[config.mk]
export PLATFORM = sky130hd
export DESIGN_NAME = gate_sweep_ctrl
export DESIGN_NICKNAME = d
export VERILOG_FILES = /design/src/rtl/gate_sweep_ctrl_pkg.sv /design/src/rtl/gate_expect_lut.sv /design/src/rtl/gate_sweep_ctrl.sv
export SDC_FILE = /design/constraint.sdc
export NUM_CORES = 1
export LEC_CHECK = 0
export ABC_AREA = 1
export BUFFER_PORTS_ARGS = -buffer_cell sky130_fd_sc_hd__clkbuf_2
export CAP_MARGIN = 20
export CORE_MARGIN = 10
export CORE_UTILIZATION = 59
export CTS_CLUSTER_SIZE = 20
export DETAILED_ROUTE_END_ITERATION = 7
export HOLD_SLACK_MARGIN = 0.02
export PLACE_DENSITY = 0.85
export SYNTH_ARGS = -nofsm -noshare
export SYNTH_HDL_FRONTEND = slang
export SYNTH_SLANG_ARGS = --single-unit
[constraint.sdc]
create_clock -name clk -period 4.4 [get_ports clk]
set_input_delay 1.1 -clock clk [delete_from_list [all_inputs] [get_ports clk]]
set_output_delay 1.1 -clock clk [all_outputs]
set_load 0.01 [all_outputs]
[src/rtl/gate_sweep_ctrl_pkg.sv]
// Shared types and constants for the 2-input gate sweep controller and its
// expected-value lookup.
package gate_sweep_ctrl_pkg;

    localparam int unsigned SEL_W    = 3;
    localparam int unsigned VEC_W    = 2;
    localparam int unsigned CNT_W    = 3;
    localparam int unsigned SETTLE_W = 8;

    localparam logic [SEL_W-1:0] GATE_AND  = 3'd0;
    localparam logic [SEL_W-1:0] GATE_OR   = 3'd1;
    localparam logic [SEL_W-1:0] GATE_XOR  = 3'd2;
    localparam logic [SEL_W-1:0] GATE_NAND = 3'd3;
    localparam logic [SEL_W-1:0] GATE_NOR  = 3'd4;
    localparam logic [SEL_W-1:0] GATE_XNOR = 3'd5;

    // Truth tables: bit v is the gate output for vector v = {in0, in1}
    localparam logic [3:0] MASK_AND  = 4'b1000;
    localparam logic [3:0] MASK_OR   = 4'b1110;
    localparam logic [3:0] MASK_XOR  = 4'b0110;
    localparam logic [3:0] MASK_NAND = 4'b0111;
    localparam logic [3:0] MASK_NOR  = 4'b0001;
    localparam logic [3:0] MASK_XNOR = 4'b1001;

    typedef enum logic [2:0] {
        ST_IDLE  = 3'd0,
        ST_APPLY = 3'd1,
        ST_WAIT  = 3'd2,
        ST_CHECK = 3'd3,
        ST_DONE  = 3'd4
    } state_t;

    typedef struct packed {
        logic             pass;
        logic [CNT_W-1:0] fail_cnt;
        logic [VEC_W-1:0] first_fail_vec;
        logic             first_fail_valid;
        logic             sel_err;
    } result_t;

    function automatic logic is_running(input state_t s);
        return (s == ST_APPLY) || (s == ST_WAIT) || (s == ST_CHECK);
    endfunction

endpackage

[src/rtl/gate_expect_lut.sv]
// Expected gate output for a (gate code, input vector) pair, plus a flag
// telling whether the gate code names a supported function.
module gate_expect_lut
    import gate_sweep_ctrl_pkg::*;
(
    input  logic [SEL_W-1:0] gate_sel,
    input  logic [VEC_W-1:0] vec,
    output logic             expected_c,
    output logic             sel_valid_c
);

    logic [3:0] mask;

    always_comb begin
        mask        = 4'b0000;
        sel_valid_c = 1'b1;
        case (gate_sel)
            GATE_AND:  mask = MASK_AND;
            GATE_OR:   mask = MASK_OR;
            GATE_XOR:  mask = MASK_XOR;
            GATE_NAND: mask = MASK_NAND;
            GATE_NOR:  mask = MASK_NOR;
            GATE_XNOR: mask = MASK_XNOR;
            default:   sel_valid_c = 1'b0;
        endcase
        expected_c = mask[vec];
    end

endmodule

[src/rtl/gate_sweep_ctrl.sv]
// Drives a 2-input gate through vectors 00,01,10,11, waits for it to settle,
// and scores each output against the selected truth table.
module gate_sweep_ctrl
    import gate_sweep_ctrl_pkg::*;
#(
    parameter int unsigned SETTLE_CYCLES = 2
) (
    input  logic             clk,
    input  logic             rst_n,
    input  logic             start,
    input  logic             abort,
    input  logic [SEL_W-1:0] gate_sel,
    input  logic             gate_out,
    output logic             in0,
    output logic             in1,
    output logic             busy,
    output logic             done,
    output logic             pass,
    output logic [CNT_W-1:0] fail_cnt,
    output logic [VEC_W-1:0] first_fail_vec,
    output logic             first_fail_valid,
    output logic             sel_err
);

    localparam bit                  NO_WAIT     = (SETTLE_CYCLES == 0);
    localparam logic [SETTLE_W-1:0] SETTLE_LAST =
        NO_WAIT ? '0 : SETTLE_W'(SETTLE_CYCLES - 1);

    state_t              state_q, state_d;
    logic [VEC_W-1:0]    vec_q, vec_d;
    logic [SETTLE_W-1:0] settle_q, settle_d;
    logic [SEL_W-1:0]    sel_q, sel_d;
    result_t             res_q, res_d;
    logic                busy_q, busy_d, done_q, done_d;
    logic                in0_q, in0_d, in1_q, in1_d;

    logic [SEL_W-1:0]    lut_sel;
    logic                expected_c, sel_valid_c;
    logic                abort_run;

    // Validity is judged on the live code in IDLE; expectations use the latched code.
    assign lut_sel   = (state_q == ST_IDLE) ? gate_sel : sel_q;
    assign abort_run = abort && is_running(state_q);

    gate_expect_lut u_lut (
        .gate_sel    (lut_sel),
        .vec         (vec_q),
        .expected_c  (expected_c),
        .sel_valid_c (sel_valid_c)
    );

    always_ff @(posedge clk or negedge rst_n) begin
        if (!rst_n) state_q <= ST_IDLE;
        else        state_q <= state_d;
    end

    always_comb begin
        state_d = state_q;
        case (state_q)
            ST_IDLE:  if (start) state_d = sel_valid_c ? ST_APPLY : ST_DONE;
            ST_APPLY: state_d = NO_WAIT ? ST_CHECK : ST_WAIT;
            ST_WAIT:  if (settle_q == SETTLE_LAST) state_d = ST_CHECK;
            ST_CHECK: state_d = (vec_q == VEC_W'(3)) ? ST_DONE : ST_APPLY;
            ST_DONE:  state_d = ST_IDLE;
            default:  state_d = ST_IDLE;
        endcase
        if (abort_run) state_d = ST_IDLE;
    end

    // Next values of the datapath and registered outputs, keyed off state_d
    // so outputs line up with the state they describe.
    always_comb begin
        vec_d    = vec_q;
        settle_d = settle_q;
        sel_d    = sel_q;
        res_d    = res_q;
        case (state_q)
            ST_IDLE: if (start) begin
                if (sel_valid_c) begin
                    sel_d = gate_sel;
                    vec_d = '0;
                    res_d = '0;
                end else begin
                    res_d.sel_err = 1'b1;
                    res_d.pass    = 1'b0;
                end
            end
            ST_APPLY: settle_d = '0;
            ST_WAIT:  settle_d = settle_q + SETTLE_W'(1);
            ST_CHECK: if (!abort) begin
                if (gate_out != expected_c) begin
                    res_d.fail_cnt = res_q.fail_cnt + CNT_W'(1);
                    if (!res_q.first_fail_valid) begin
                        res_d.first_fail_vec   = vec_q;
                        res_d.first_fail_valid = 1'b1;
                    end
                end
                if (vec_q != VEC_W'(3)) vec_d = vec_q + VEC_W'(1);
            end
            default: ;
        endcase
        if (abort_run) res_d.pass = 1'b0;
        if (state_d == ST_DONE) res_d.pass = (res_d.fail_cnt == '0) && !res_d.sel_err;
        busy_d = is_running(state_d);
        done_d = (state_d == ST_DONE);
        in0_d  = busy_d & vec_d[1];
        in1_d  = busy_d & vec_d[0];
    end

    always_ff @(posedge clk or negedge rst_n) begin
        if (!rst_n) begin
            vec_q    <= '0;
            settle_q <= '0;
            sel_q    <= '0;
            res_q    <= '0;
            busy_q   <= 1'b0;
            done_q   <= 1'b0;
            in0_q    <= 1'b0;
            in1_q    <= 1'b0;
        end else begin
            vec_q    <= vec_d;
            settle_q <= settle_d;
            sel_q    <= sel_d;
            res_q    <= res_d;
            busy_q   <= busy_d;
            done_q   <= done_d;
            in0_q    <= in0_d;
            in1_q    <= in1_d;
        end
    end

    assign in0              = in0_q;
    assign in1              = in1_q;
    assign busy             = busy_q;
    assign done             = done_q;
    assign pass             = res_q.pass;
    assign fail_cnt         = res_q.fail_cnt;
    assign first_fail_vec   = res_q.first_fail_vec;
    assign first_fail_valid = res_q.first_fail_valid;
    assign sel_err          = res_q.sel_err;

endmodule

==> summary by stage, run 1 <==
Setup path
In this design, the largest share of critical-path delay is due to simple AND/OR/NAND/NOR gates. The type of element launching the critical path is an input pin. The most critical setup path has its startpoint at gate_sel[2]. The worst register-to-register path ends at in0. The most used cell along the critical path is nand2_1.

The critical path goes through clkbuf_2 -> nand3b_1 -> nand2_2 -> nand2_1 -> nand2_1 -> nand2_1 -> nand2_2 -> nand3_2 -> nand3_2 -> nand3_2 -> a21oi_2 -> nand3_1 -> nand2_1. The largest fanout on the critical path is 4. Setup slack on the worst reg-to-reg path comes out at about 2.4 ns. The number of buffer and inverter stages on the critical path is 1. The critical path runs through a total of 13 cells. Following the worst setup path forward leads to its endpoint at pass. The critical path capture point type is a flop. The origin of the critical flop-to-flop path is state_q[2].

At the worst endpoint, the required time is about 4.7 ns. The worst setup path is of the input pin to flop kind. STA puts the critical path data arrival time at 2.38 ns. For this run, the slowest stage of the critical path takes about 0.17 ns. Among all stages on the critical path, the largest delay is contributed by nand3b_1.

The worst register-to-register path has a depth of 10.

Clock network
The later pin in the worst-skew pair is clocked with a latency of between 0.3 and 0.4 ns. In this run the clock root is driven by a clkbuf_4. The number of buffers inserted for hold repair after clock tree synthesis is 0.

Clock tree synthesis inserted a total of 3 buffers. The clock-pin slew on the worst setup and hold paths is ~0.14 ns. The buffer depth of the longest clock path is 2. TritonCTS built the clock tree. The number of resized instances in the post-cts repair step is 0. CTS built an H-tree with a depth of 1. The clock sink total is 28. The number of buffers inserted to repair setup after CTS is 0.

Outcome
The flow ran to the end, and the final reports show no timing, DRC or antenna violations.

Synthesis
The fraction of post-synthesis cell area in the top cell type by area is between 40% and 50%. The synthesized instance count is about 210. Ranked by total cell area, the synthesized netlist is headed by dfrtp_1 44%, nand2_1 11%, inv_1 9.2%, nor2_1 4.5%, nand3_1 3.5%. The post-synthesis cell area is about 1600 sq um.

The netlist uses 27 different library cells. For this run, the register share of the synthesized area comes to a little over two fifths. The post-synthesis net count is between 200 and 250. Yosys printed 0 warnings. The synthesized area divided by synthesized cell count is ~7.7 sq um. Summed over all instances, the cell type with the most area after synthesis is dfrtp_1. The synthesis-stage register bit count is 28.

STA
The max-slew violation total from the final report came to 0. The clock skew after layout is ~0.0013 ns. The final number of hold-violating endpoints was 0. The period utilization is a little under half. For this run, the top clock speed supported by timing is around 480 MHz. Setup violations remaining at the end of the flow were counted as 0. For the final routed database, the setup TNS stands at 0 ns. At the pin with the least slew margin, the transition time is 0.672 ns. Measured against its own limit, the worst slew margin works out to between 50% and 60%. Setup repair after global routing left no endpoint under its margin. The post-route minimum period is around 2.1 ns.

Power and ir drop
The total power per unit cell area is between 500 and 600 nW/um^2. The peak supply drop is 0.349 mV. The analysis attributes to cell leakage a power of 0.986 nW.

Global routing
The maximum number of pins on one net before global-route repair is 29. The number of antenna violations at the first check in global routing is 0. The total congestion overflow is 0. In the global route stage, overall resource usage came out at 13.4%. The first-pass GRT wire length is between 5 and 6 mm.

The number of global-route vias before repair is 1,300.

Place
The congestion estimate from routability-driven global placement came to roughly 0.9. The HPWL after detailed placement is approximately 2.6 mm. The number of I/O port buffers is 19. The post-placement cell area is 1730 sq um.

In this run, placement finished with an instance count of about 260.

Cells and area
From synthesis to final layout, the design area changed by 10.6%. The non-filler instance count after layout is 261. The layout has 217 filler cells. The number of nets in the layout is roughly 240.

After routing the design area is 1760 sq um. Cells with a size suffix above 1 make up 21.2% of the layout. The top cell types in the final layout, fill and taps aside, are 47 x nand2_1, 39 x inv_1, 28 x dfrtp_1, 19 x nor2_1, 19 x clkbuf_2. The number of antenna diodes in the final layout is 0. Leaving out fill and tap cells, the most frequent cell in the layout is nand2_1.

Floorplanning
The core area is around 2500 sq um. The initial core utilization is 63.2%. 20 I/O pins were placed.

The number of rows created at floorplan is 18. The die covers approximately 5200 sq um. Measured along the y axis, the die boundary spans between 70 and 80 um. The chip width is roughly 72 um.

Route
After detailed routing, the number of vias per cell comes to approximately 5.2. In the routed design, unresolved DRC markers number 0. Once detail routing completed, the nets flagged for antenna violations numbered 0. After the first detailed-routing iteration, the DRC count stood at 81.

For this run, the detailed router's first-pass iteration total came to 4. The wire length reported by the detailed router is about 3.2 mm. The count of vias placed by the detailed router is 1,351. The final routed wire length divided by cell count is about 12 um.

Min path
The type of the worst min-delay path is flop to flop.

Flow run
The tool flagged a number of max-cap violations equal to 0.
==> logic make-up (layout without fill, tap and decap cells) <==
family | after synthesis | after routing | synth area share [%]
simple gates | 103 | 103 | 32.6
flops | 28 | 28 | 43.9
compound gates | 27 | 27 | 9.73
buf+inv | 46 | 69 | 10.8
xor+xnor | 1 | 1 | 0.549
fa+ha+maj | 3 | 3 | 2.35
==> cell type report <==
type | count | area, sq um | share of cell area (%)
clock buffer | 4 | 36.3 | 2.06
sequential | 28 | 701 | 39.7
multi-input combinational | 134 | 722 | 40.9
tap | 30 | 37.5 | 2.13
timing repair buffer | 19 | 95.1 | 5.39
inverter | 46 | 173 | 9.79
==> Yosys cell counts <==
master and count:
o31ai_1 1, nand3b_1 2, o21ai_2 1, xor2_1 1, a22oi_1 1, nor2_1 19
nor3_1 2, nand2_4 3, a21oi_1 5, nand3_2 4, nor2_4 1, ha_1 3
dfrtp_1 28, nand3_1 11, o21ai_0 10, a21oi_2 1, nor4_1 1, nand2_2 6
nor2_2 1, nand2_1 47, inv_1 39, inv_2 7, nand4_1 4, o21ai_1 4
o32ai_1 1, o22ai_1 3, nor3_4 2
==> worst register-to-register path: cells and delay by family, from the launching register on <==
| kind | cells | cell delay (ns) |
|---|---|---|
| DFF | 1 | 0.49 |
| and+or+nand+nor | 4 | 0.77 |
| buffers and inverters | 4 | 0.34 |
| AOI/OAI and AO/OA | 2 | 0.32 |
==> power breakdown <==
| group | internal [mW] | total, mW | switching, mW |
|---|---|---|---|
| sequential | 0.307 | 0.344 | 0.0363 |
| combinational | 0.144 | 0.441 | 0.297 |
| clock | 0.0507 | 0.124 | 0.0729 |
==> registers in the layout (all words and copies together), names as in the netlist <==
register / count
vec_q: 2
done: 1
fail_cnt: 3
settle_q: 8
sel_q: 3
pass: 1
in0: 1
first_fail_vec: 2
state_q: 3
first_fail_valid: 1
busy: 1
sel_err: 1
in1: 1
==> stage by stage <==
stage / total power [mW] / util [%] / setup WS (ns) / hold WS [ns]
2_1_floorplan: 0.688 / - / 2.19 / 0.461
3_3_place_gp: 0.779 / 68.5 / 1.96 / 0.477
3_5_place_dp: 0.793 / 68.5 / 1.93 / 0.491
4_1_cts: 0.918 / 69.9 / 2.29 / 0.525
5_1_grt: 0.999 / 69.9 / 2.09 / 0.558
6_report: 0.908 / 69.9 / 2.30 / 0.521
==> metal layers <==
layer	track usage, %	up-vias	routed length [um]
met2	20.1	34	1360
li1	-	705	-
met5	0	-	0
met3	4.22	5	237
met1	18.1	607	1560
met4	3.87	0	40
==> how the worst min path moves through the flow <==
stage | from | end | slack (ns) | depth (start not counted)
5_1_grt | first_fail_vec[0] | first_fail_vec[0] | 0.56 | 2
6_report | sel_q[1] | sel_q[1] | 0.52 | 2
3_5_place_dp | sel_q[1] | sel_q[1] | 0.49 | 2
4_1_cts | sel_q[1] | sel_q[1] | 0.52 | 2
2_1_floorplan | sel_q[1] | sel_q[1] | 0.46 | 2
3_3_place_gp | sel_q[1] | sel_q[1] | 0.48 | 2
Power figures use the tool's default switching activity.
==> run 2: changes to the inputs <==
- CORE_UTILIZATION: 59 -> 51
- PLACE_DENSITY: 0.85 -> 0.78
- clock period: 4.4 -> 1.8 ns (I/O delays scaled with it)
==> run 2 against run 1 <==
Compared with the run above:
- critical endpoint unchanged
- cell count rose by 12%
- highest routed layer unchanged
- clock skew up 0.0050 ns
- design area up 14%
- the run now ends with setup timing left
- non-clock buffer count rose by 18
- flip-flop and latch count did not move
- global-route usage is 1.5 points lower
- core utilization down 3.4 points
- worst hold slack got worse by 0.39 ns
==> summary by stage, run 2 (synthesis gave the netlist of run 1 again) <==
Outcome
Status: finished with violations (was completed). The checks that failed: setup timing.

STA
The max-slew violation total from the final report came to 0 (unchanged). The final number of hold-violating endpoints was 0 (unchanged). The slew at the pin closest to its max-slew limit is 0.694 ns (was 0.672 ns). The clock skew after layout is 0.00628 ns (was 0.00126 ns). The setup slack after layout is -0.0893 ns (was 2.30 ns). The count of endpoints failing setup in the final report is 5 (was 0). The post-route minimum period is 1.89 ns. Based on the critical path, the design can be clocked at up to approximately 530 MHz. The max-slew headroom at the worst pin is 53.7% (was 55.2%). Setup repair after global routing missed its margin: true (was false). The period utilization is 105%.

Cells and area
The non-filler instance count after layout is 293 (was 261). The combined flip-flop and latch cell area is 701 sq um (unchanged). The antenna cell count came to 0 (unchanged). The commonest non-fill, non-tap cell in the layout was nand2_1 (unchanged).

The number of nets in the layout is 261 (was 243). The synthesis-to-layout area growth is 26.4% (was 10.6%). The number of flip-flops in the largest register was 8 (unchanged).

The layout filler cell count is 244 (was 217). The area occupied by multi-input gates is 817 sq um (was 722 sq um). The register with the most flip-flops is settle_q (unchanged). The share of final-layout standard cells stronger than drive strength 1 came to 34.5% (was 21.2%).

Top library cells by usage in the layout, fill and taps aside: 39 x nand2_1, 38 x inv_1, 28 x dfrtp_1, 19 x clkbuf_2, 17 x buf_4 (was 47 x nand2_1, 39 x inv_1, 28 x dfrtp_1, 19 x nor2_1, 19 x clkbuf_2).

Route
The violation count after the first detailed-routing iteration is 37 (was 81). The count of vias placed by the detailed router is 1,453 (was 1,351). The final routed wire length divided by cell count is 12.6 um (was 12.2 um). The post-detailed-route via-to-cell ratio was 4.96 (was 5.18).

The wire length reported by the detailed router is 3.70 mm (was 3.20 mm). The DRC violation count after routing is 0 (unchanged). The number of detailed-route iterations in the first pass came to 4 (unchanged). The number of antenna-violating nets in the routed design came to 0 (unchanged).

Clock network
The root buffer cell is clkbuf_4 (unchanged). The count of H-tree levels built during CTS is 1 (unchanged). The clock-pin slew on the worst setup and hold paths is 0.16 ns (was 0.14 ns). The buffer depth of the longest clock path is 2 (unchanged). The clock tree from TritonCTS is done (unchanged). The number of clock buffers inserted by TritonCTS is 3 (unchanged).

The clock latency reported for the late side of the worst-skew pair is 0.33 ns (was 0.32 ns). The clock sink total came to 28 (unchanged). The number of buffers inserted for hold repair after clock tree synthesis is 0 (unchanged).

Setup path
The type of element launching the critical path is a flop (was input pin). The endpoint arrival time on the critical path is 2.17 ns (was 2.38 ns). The largest fanout on the critical path was 7 (was 4). The data required time at the worst endpoint is 2.08 ns (was 4.67 ns). The critical path capture point type is a flop (unchanged). The critical path class is flop to flop (was input pin to flop).

Place
The cell total after placement is 282 (was 257). The number of I/O port buffers was 19 (unchanged). The final weighted congestion of routability-driven global placement is 0.912 (was 0.899).

The detailed placement HPWL is 2.77 mm (was 2.61 mm). The setup slack after placement is -0.0579 ns (was 1.93 ns).

Floorplanning
The core area is 3030 sq um (was 2520 sq um). The height of the die is 75.9 um (was 72 um). The initial core utilization is 52.7% (was 63.2%).

The die outline area is 5770 sq um (was 5180 sq um). The chip width is 75.9 um (was 72 um). The number of rows created at floorplan was 20 (was 18). The number of top-level pins came to 20 (unchanged).

Power and ir drop
The peak supply drop is 0.891 mV (was 0.349 mV). The total internal power was 1.48 mW (was 0.502 mW). The switching power as a share of total power is 44.8% (about the same). The combinational share of power was 57.2% (was 48.6%). The leakage power figure is 1.11 nW (was 0.986 nW). The register share of total power is 31.3% (was 37.8%).

The total power per unit cell area came to 1330 nW/um^2 (was 515 nW/um^2). The switching power is 1.20 mW (was 0.407 mW). The clock group share of total power is 11.6% (was 13.6%).

Global routing
The total congestion overflow is 0 (unchanged). The number of antenna violations at the first check in global routing is 0 (unchanged). The first-pass GRT wire length is 5.98 mm (was 5.83 mm).

The number of global-route vias before repair is 1,374 (was 1,300). The maximum number of pins on one net before global-route repair came to 29 (unchanged). The global router's overall resource usage came to 12.0% (was 13.4%).

Flow run
The max-capacitance violation count is 0 (unchanged).

Min path
The type of the worst min-delay path is input pin to asynchronous set/reset pin (was flop to flop).
run 2: cell types whose count changed in the layout (fill, tap and decap cells not counted), moves of 3 or more:
cell,change
buf_4,+17
nand2_1,-8
nand2_2,+5
nand2_4,+3
nor2_1,-5
nor2_2,+3
run 2: final cells by class:
class	instances	area share, %
well taps	44	2.73
multi-input cells	134	40.5
inverters	46	8.57
repair buffers	37	11.6
clock buffers	4	1.80
flip-flops and latches	28	34.8
run 2: stage by stage:
stage | instance area [sq um] | utilization, % | power, mW | hold slack (ns) | setup TNS (ns)
after floorplan | 1600 | - | 1.68 | 0.154 | 0
after global placement | 1830 | 60.4 | 2.02 | 0.474 | 0
after detailed placement | 1830 | 60.4 | 2.06 | 0.482 | -0.153
after CTS | 1910 | 63.2 | 2.48 | 0.164 | -0.156
after global routing | 2020 | 66.6 | 2.88 | 0.188 | -1.52
final | 2020 | 66.6 | 2.69 | 0.135 | -0.325
run 2: path summary, 6_finish.rpt:
| kind | cells past startpoint | end | from | slack [ns] |
|---|---|---|---|---|
| hold / removal | 1 | state_q[2] | rst_n | 0.13 |
| hold reg to reg | 2 | first_fail_vec[1] | first_fail_vec[1] | 0.51 |
| setup / recovery | 17 | pass | state_q[1] | -0.09 |
| max in group asynchronous | 1 | first_fail_valid | rst_n | 1.23 |
| min in group clk | 3 | sel_q[1] | gate_sel[1] | 0.38 |
| setup reg to reg | 17 | pass | state_q[1] | -0.09 |
run 2: routing by layer:
layer,wire [um],vias to the layer above,global-route usage [%]
li1,-,736,-
met1,1670,683,14.8
met2,1830,28,20.2
met3,135,6,1.89
met4,65,0,4.73
met5,0,-,0
run 2: what timing repair did:
action	4_1_cts	5_1_grt
resized for setup	3	24
pin swaps	2	9
buffers inserted	5	2
setup endpoints to repair	4	10
cloned	0	0
run 2: power by group through the flow:
stage | Clock [mW] | Combinational, mW | Sequential (mW)
finish | 0.311 | 1.54 | 0.841
global route | 0.330 | 1.69 | 0.858
CTS | 0.314 | 1.33 | 0.835
detailed placement | 0 | 1.21 | 0.847
floorplan | 0 | 0.818 | 0.864
global placement | 0 | 1.18 | 0.843
run 2: worst max-delay path: stages, from the launching register on:
cell     delay [ns]
dfrtp_1        0.44
nor2_4         0.21
nand2_4        0.12
nand2_4        0.10
nand2_2        0.07
inv_2          0.06
nand2_1        0.05
nand2_1        0.06
nand2_1        0.06
inv_2          0.08
nand2_2        0.07
nand2_4        0.08
nand2_4        0.07
nand2_2        0.07
nand2_2        0.06
a21oi_2        0.10
nand3_1        0.08
nand2_1        0.06
